$ cat src/rtl/dual_frame_arbiter.sv
// Two-channel frame arbiter: whole frames are granted alternately onto one registered output stage.
// Optional frame-length watchdog is compiled in with `define ARB_TIMEOUT_EN.
module dual_frame_arbiter #(
    parameter int DATA_WIDTH    = 256,
    parameter int MAX_FRAME_LEN = 64
) (
    input  logic                  CLK,
    input  logic                  RESET,

    input  logic                  S0_VALID,
    output logic                  S0_READY,
    input  logic [DATA_WIDTH-1:0] S0_DATA,
    input  logic                  S0_LAST,

    input  logic                  S1_VALID,
    output logic                  S1_READY,
    input  logic [DATA_WIDTH-1:0] S1_DATA,
    input  logic                  S1_LAST,

    output logic                  M_VALID,
    input  logic                  M_READY,
    output logic [DATA_WIDTH-1:0] M_DATA,
    output logic                  M_LAST,
    output logic                  M_CH,

    output logic                  TIMEOUT_ERR
);

    typedef enum logic [1:0] {
        IDLE   = 2'd0,
        GRANT0 = 2'd1,
        GRANT1 = 2'd2
    } state_t;

    if (MAX_FRAME_LEN < 2 || MAX_FRAME_LEN > 65535) begin : gBadFrameLen
        $error("dual_frame_arbiter: MAX_FRAME_LEN must be in 2..65535");
    end

    state_t                  state_q, state_d;
    logic                    lastGrant_q, lastGrant_d;
    logic                    mValid_q, mValid_d;
    logic [DATA_WIDTH-1:0]   mData_q, mData_d;
    logic                    mLast_q, mLast_d;
    logic                    mCh_q, mCh_d;
    logic                    timeoutErr_q, timeoutErr_d;

    logic                    slotFree;
    logic                    selValid;
    logic                    selLast;
    logic [DATA_WIDTH-1:0]   selData;
    logic                    selCh;
    logic                    accept;
    logic                    forceEnd;
    logic                    frameEnd;

    // The output slot can take a new beat when it is empty or being drained this cycle.
    assign slotFree = !mValid_q || M_READY;

    always_comb begin
        selValid = 1'b0;
        selLast  = 1'b0;
        selData  = S0_DATA;
        selCh    = 1'b0;
        case (state_q)
            GRANT0: begin
                selValid = S0_VALID;
                selLast  = S0_LAST;
                selData  = S0_DATA;
                selCh    = 1'b0;
            end
            GRANT1: begin
                selValid = S1_VALID;
                selLast  = S1_LAST;
                selData  = S1_DATA;
                selCh    = 1'b1;
            end
            default: begin
                selValid = 1'b0;
            end
        endcase
    end

    assign S0_READY = (state_q == GRANT0) && slotFree && !RESET;
    assign S1_READY = (state_q == GRANT1) && slotFree && !RESET;
    assign accept   = (S0_READY && S0_VALID) || (S1_READY && S1_VALID);

`ifdef ARB_TIMEOUT_EN
    localparam logic [15:0] LAST_ALLOWED_IDX = 16'(MAX_FRAME_LEN - 1);

    logic [15:0] beatCnt_q, beatCnt_d;

    // A frame reaching its length limit without LAST is cut here and closed like a normal LAST.
    assign forceEnd = accept && !selLast && (beatCnt_q == LAST_ALLOWED_IDX);

    always_comb begin
        beatCnt_d = beatCnt_q;
        if (accept) begin
            if (selLast || forceEnd) begin
                beatCnt_d = 16'd0;
            end else begin
                beatCnt_d = beatCnt_q + 16'd1;
            end
        end
    end

    always_ff @(posedge CLK) begin
        if (RESET) begin
            beatCnt_q <= 16'd0;
        end else begin
            beatCnt_q <= beatCnt_d;
        end
    end
`else
    assign forceEnd = 1'b0;
`endif

    assign frameEnd = accept && (selLast || forceEnd);

    always_ff @(posedge CLK) begin
        if (RESET) begin
            state_q     <= IDLE;
            lastGrant_q <= 1'b1;
        end else begin
            state_q     <= state_d;
            lastGrant_q <= lastGrant_d;
        end
    end

    // Arbitration happens only from IDLE, so a granted frame is locked until it ends.
    always_comb begin
        state_d     = state_q;
        lastGrant_d = lastGrant_q;
        case (state_q)
            IDLE: begin
                if (S0_VALID && S1_VALID) begin
                    if (lastGrant_q) begin
                        state_d     = GRANT0;
                        lastGrant_d = 1'b0;
                    end else begin
                        state_d     = GRANT1;
                        lastGrant_d = 1'b1;
                    end
                end else if (S0_VALID) begin
                    state_d     = GRANT0;
                    lastGrant_d = 1'b0;
                end else if (S1_VALID) begin
                    state_d     = GRANT1;
                    lastGrant_d = 1'b1;
                end
            end
            GRANT0, GRANT1: begin
                if (frameEnd) begin
                    state_d = IDLE;
                end
            end
            default: begin
                state_d = IDLE;
            end
        endcase
    end

    always_comb begin
        mValid_d     = mValid_q;
        mData_d      = mData_q;
        mLast_d      = mLast_q;
        mCh_d        = mCh_q;
        timeoutErr_d = 1'b0;
        if (accept) begin
            mValid_d     = 1'b1;
            mData_d      = selData;
            mLast_d      = selLast || forceEnd;
            mCh_d        = selCh;
            timeoutErr_d = forceEnd;
        end else if (M_READY) begin
            mValid_d = 1'b0;
            mLast_d  = 1'b0;
        end
    end

    always_ff @(posedge CLK) begin
        if (RESET) begin
            mValid_q     <= 1'b0;
            mData_q      <= '1;
            mLast_q      <= 1'b0;
            mCh_q        <= 1'b0;
            timeoutErr_q <= 1'b0;
        end else begin
            mValid_q     <= mValid_d;
            mData_q      <= mData_d;
            mLast_q      <= mLast_d;
            mCh_q        <= mCh_d;
            timeoutErr_q <= timeoutErr_d;
        end
    end

    assign M_VALID     = mValid_q;
    assign M_DATA      = mData_q;
    assign M_LAST      = mLast_q;
    assign M_CH        = mCh_q;
    assign TIMEOUT_ERR = timeoutErr_q;

endmodule

$ cat config.mk
export PLATFORM = sky130hd
export DESIGN_NAME = dual_frame_arbiter
export DESIGN_NICKNAME = d
export VERILOG_FILES = /design/src/rtl/dual_frame_arbiter.sv
export SDC_FILE = /design/constraint.sdc
export NUM_CORES = 1
export LEC_CHECK = 0
export BUFFER_PORTS_ARGS = -buffer_cell sky130_fd_sc_hd__buf_2
export CAP_MARGIN = 20
export CORE_AREA = 2 2 304 306
export CTS_BUF_LIST = sky130_fd_sc_hd__clkbuf_16
export DETAILED_ROUTE_END_ITERATION = 16
export DIE_AREA = 0 0 306 308
export MAX_ROUTING_LAYER = met4
export PLACE_DENSITY_LB_ADDON = 0.05
export SETUP_SLACK_MARGIN = 0.02
export SLEW_MARGIN = 5
export SYNTH_ARGS = -nofsm -noshare
export SYNTH_HDL_FRONTEND = slang
export SYNTH_SLANG_ARGS = --single-unit
$ cat constraint.sdc
create_clock -name CLK -period 4.4 [get_ports CLK]
set_input_delay 0.22 -clock CLK [delete_from_list [all_inputs] [get_ports CLK]]
set_output_delay 0.22 -clock CLK [all_outputs]
set_load 0.02 [all_outputs]
* Word level (Yosys, flattened, before mapping) *
Index checks and enable logic that the tools add are counted.

storage, ports and cells
  register bits = 262
  bits of input ports = 519
  output and inout bits = 262
  logic and storage cells = 44

cells by class
  eq/ne operators = 4
  mux-type cells = 16
  reductions and logical operators = 18

operators by type and width
  operator                                                               count
  256-bit two-way mux                                                    1
  2-bit two-way mux                                                      5
  1-bit logical AND                                                      8
  1-bit two-way mux                                                      8
  4-bit inequality test, second input constant                           1
  2-bit one-hot mux with 2 select lines                                  1
  2-bit AND reduction                                                    2
  3-bit nonzero test                                                     1
  2-bit by 1-bit equality test with 1-bit output, second input constant  1
  2-bit equality test, second input constant                             1
  1-bit logical NOT                                                      2
  2-bit logical NOT                                                      1
  1-bit logical OR                                                       2
  2-bit inequality test, second input constant                           1
  1-bit one-hot mux with 2 select lines                                  1
  2-bit nonzero test                                                     1
  2-bit OR reduction                                                     1

* Depth between registers and ports, before layout *
  depth in word-level cells = 9
  depth in mapped cells = 10
  depth with buffers taken out = 6

* Worst setup path before layout *
No wires, ideal clock.

  kind = flip-flop to flip-flop
  start point = register state_q[0]
  end point = register mData_q[206] (netlist: M_DATA[206])
  setup time = 0.120 ns
  arrival = 1.832 ns
  required time = 4.280 ns
  setup slack = 2.448 ns
  cell stages (with the launch flop) = 9
  buffers on the path = 3
  clock period less this slack = 1.952 ns
  cell sequence = dfxtp_1 > inv_1 > ha_1 > buf_2 > buf_4 > clkbuf_1 > mux2i_1 > nor2_1 > a211o_1

on the way
  cells in the longest elaborated chain, start to end = 5
  elaborated cells between the ends (all ways) = 10
  those cells by class = eq/ne: 2; mux: 1; reduce/logical: 7

ends and longest elaborated chain
  element                                                                                       RTL line  RTL
  start, declared                                                                               39        state_t state_q, state_d;
  start signal, assigned                                                                        124       state_q <= state_d;
  2-bit by 1-bit equality test with 1-bit output / 2-bit equality test (equally long branches)  -
  1-bit logical AND (on tied branches) (2 in a row)                                             83, 84
  1-bit logical AND                                                                             85        assign accept = (S0_READY && S0_VALID) || (S1_READY && S1_VALID);
  1-bit logical OR                                                                              85
  end signal, assigned                                                                          189       mData_q <= mData_d;
  end, declared                                                                                 42        logic [DATA_WIDTH-1:0] mData_q, mData_d;

Several ways; a longest one is shown, not always the timed one.
A chain may end at the register's enable or synchronous reset.

* Worst setup path after layout *
  start point = register state_q[0]
  end point = register mData_q[87] (netlist: M_DATA[87])

The elaborated chain is that of the path after synthesis.

==> out/summary.txt <==
Register area share after synthesis - 0.444
Post-Syn Nets - 1703
Clock Skew - 0.0106 ns
Clk sinks - 262
Most used DFF post-synth - dfxtp_1
Net count reported at finish - 2546
Cell taking the most area after synthesis - dfxtp_1
RSZ-0062 raised after global routing - no
Setup-failing EPs final - 0
CTS tree - built
Clk network pwr share - 0.356
Final GP Congestion - 0.783
Mapped Area - 0.0118 mm2
CP Max Fanout - 117
Final period util - 0.752
ANT nets after route - 0
Max cap viols - 0
Initial antenna violation count - 1
EDFF count, synth - 0
# IOs - 781
Logic pwr share - 0.293
Unique masters post-synth - 27
Initial DRC Count - 363
Pwr per Cell Area - 411 mW/mm2
YS warnings - 0
Gr usage total - 0.112
Crit path launch type - register
Final-report max-slew violation count - 0
Final worst path period need - 3.31 ns
Die width - 306 um
Grt total ovfl - 0
Post CTS Setup Buffer Count - 0
Routed wire length per instance - 16.9 um
CTS H-Tree Depth - 2
Cell depth of the worst flop-to-flop path - 7
Row cnt - 111
Final Util - 0.211
Hold crit path type - primary input to register
Area taken by multi-input logic gates - 0.00599 mm2
CTS buffer count - 38
Reg area - 0.00525 mm2
Critical path class - register to register
Max IR drop VDD - 0.317 mV
Root buffer cell - clkbuf_16
Status - complete, no violations
First-pass GRT wire length - 77400 um
DRC - 0
Endpoints failing hold - 0
Buffers on Ports - 779
Die ar. - 0.0942 mm2
Leak Pwr - 7.64 nW
Seq pwr share - 0.351
Post-synth ARST share - 0
Synth top area cells - dfxtp_1 (44%), mux2i_1 (22%), a211o_1 (19%), nor2_1 (8.2%), clkbuf_1 (1.8%)
Syn Area/Cell - 10.0 um2
Relative slew slack - 0.306
Switching part of the total - 0.328
Layout area overhead - 62.6%
Largest net degree at the start of global routing - 133
Mapped Cells - 1181
Layout cells sized above 1 - 0.412
Setup TNS - 0 ns
Initial Utilization - 0.130
P_int - 0.00531 W
Vias - 12000
CP Data Arrival Time - 3.73 ns
Initial DRT Pass Iterations - 7
Register bit total from synthesis - 262
Worst-Margin Slew - 1.04 ns
DP Wirelength - 42000 um
Post-synth top cells - dfxtp_1 (262), nor2_1 (258), a211o_1 (256), mux2i_1 (256), clkbuf_1 (57)
CTS clk-pin slew, worst paths - 0.05 ns
Top-count cell post-synth - dfxtp_1
Top cell type's share of synthesized area - 0.444
Critical Path Sink Type - register
Die height - 308 um
Max Fclk - 302 MHz
NetSw - 0.00259 W
Routed vias/inst - 3.72
Hold depth - 4
CTS Buffer Depth - 3
Fillers - 10200
Drt total wl - 54800 um
Vias in the first global route - 12400
Core area - 0.0910 mm2
Critical Path RT - 4.83 ns
Clk Latency, worst-skew pair - 0.54 ns
-- power by group through the flow --
stage	logic, W	clock network (W)	registers [W]
finish	0.00231	0.00281	0.00277
global placement	0.00224	0	0.00282
floorplan	0.00102	0	0.00315
CTS	0.00238	0.00298	0.00278
detailed placement	0.00223	0	0.00282
global route	0.00250	0.00306	0.00281
-- cells in the final DEF, fill, tap and decap left out, types with 2 or more instances in the layout --
master	n
clkbuf_16	39
mux2i_1	256
buf_4	6
nand2_1	4
clkinv_2	5
ha_1	2
a32o_1	2
clkinvlp_4	2
clkinv_1	7
a21oi_1	5
dlygate4sd3_1	128
a211o_1	256
buf_2	778
buf_12	7
dfxtp_1	262
and2_1	2
nand3b_1	2
inv_1	12
nor2_1	258
-- per-layer routing --
layer,up-vias,GRT usage,share of wire
met3,67,0.0359,0.074
met4,0,0.0293,0.021
met2,427,0.212,0.54
li1,5968,-,-
met5,-,-,0
met1,5577,0.110,0.37
-- registers in the layout, summed over array words and instances (netlist names) --
name and flops:
M_CH 1, M_DATA 256, M_VALID 1, lastGrant_q 1, state_q 2, M_LAST 1
-- critical path: stages, from the launching register on --
cell and delay [ns]:
dfxtp_1 0.32, inv_1 0.12, ha_4 0.73, buf_12 0.49
mux2i_1 0.26, dlygate4sd3_1 0.57, nor2_1 0.04, a211o_1 0.27
-- final cells by class --
cell class / count / area share
multi-input cells: 799 / 0.312
repair buffers: 920 / 0.280
flip-flops and latches: 262 / 0.273
well taps: 1186 / 0.0772
clock buffers: 39 / 0.0508
clock inverters: 25 / 0.00722
inverters: 3 / 0.000586
diodes: 1 / 0.000130
-- per-stage QoR --
step	hold slack [ns]	cell area (um2)	std cells	setup WS, ns	total power [W]
after global placement	0.440	16800	3042	1.28	0.00506
after CTS	0.0000538	19200	3234	1.12	0.00814
final	0.0355	19200	3235	1.09	0.00790
after detailed placement	0.443	16800	3042	1.21	0.00506
after global routing	0.00597	19200	3235	0.988	0.00837
after floorplan	0.374	11800	1181	2.45	0.00416
-- cell families after synthesis --
group                      count (synthesis)  synth area share
muxes                                    256             0.217
buffers and inverters                    120            0.0508
and+or+nand+nor                          272            0.0888
adders and majority gates                  3           0.00318
other                                      1          0.000317
AOI/OAI and AO/OA                        267             0.196
DFF                                      262             0.444
-- final timing paths --
check,end,slack (ns),startpoint
setup reg to reg,M_DATA[87],1.09,state_q[0]
hold / removal,M_DATA[189],0.04,S0_DATA[189]
setup / recovery,M_DATA[87],1.09,state_q[0]
hold reg to reg,M_DATA[105],0.45,M_DATA[105]
-- what timing repair did --
action / 4_1_cts / 5_1_grt
resized for setup: 0 / 0
hold buffers: 128 / 0
hold endpoints to repair: 73 / 0
(Power assumes the default switching activity.)
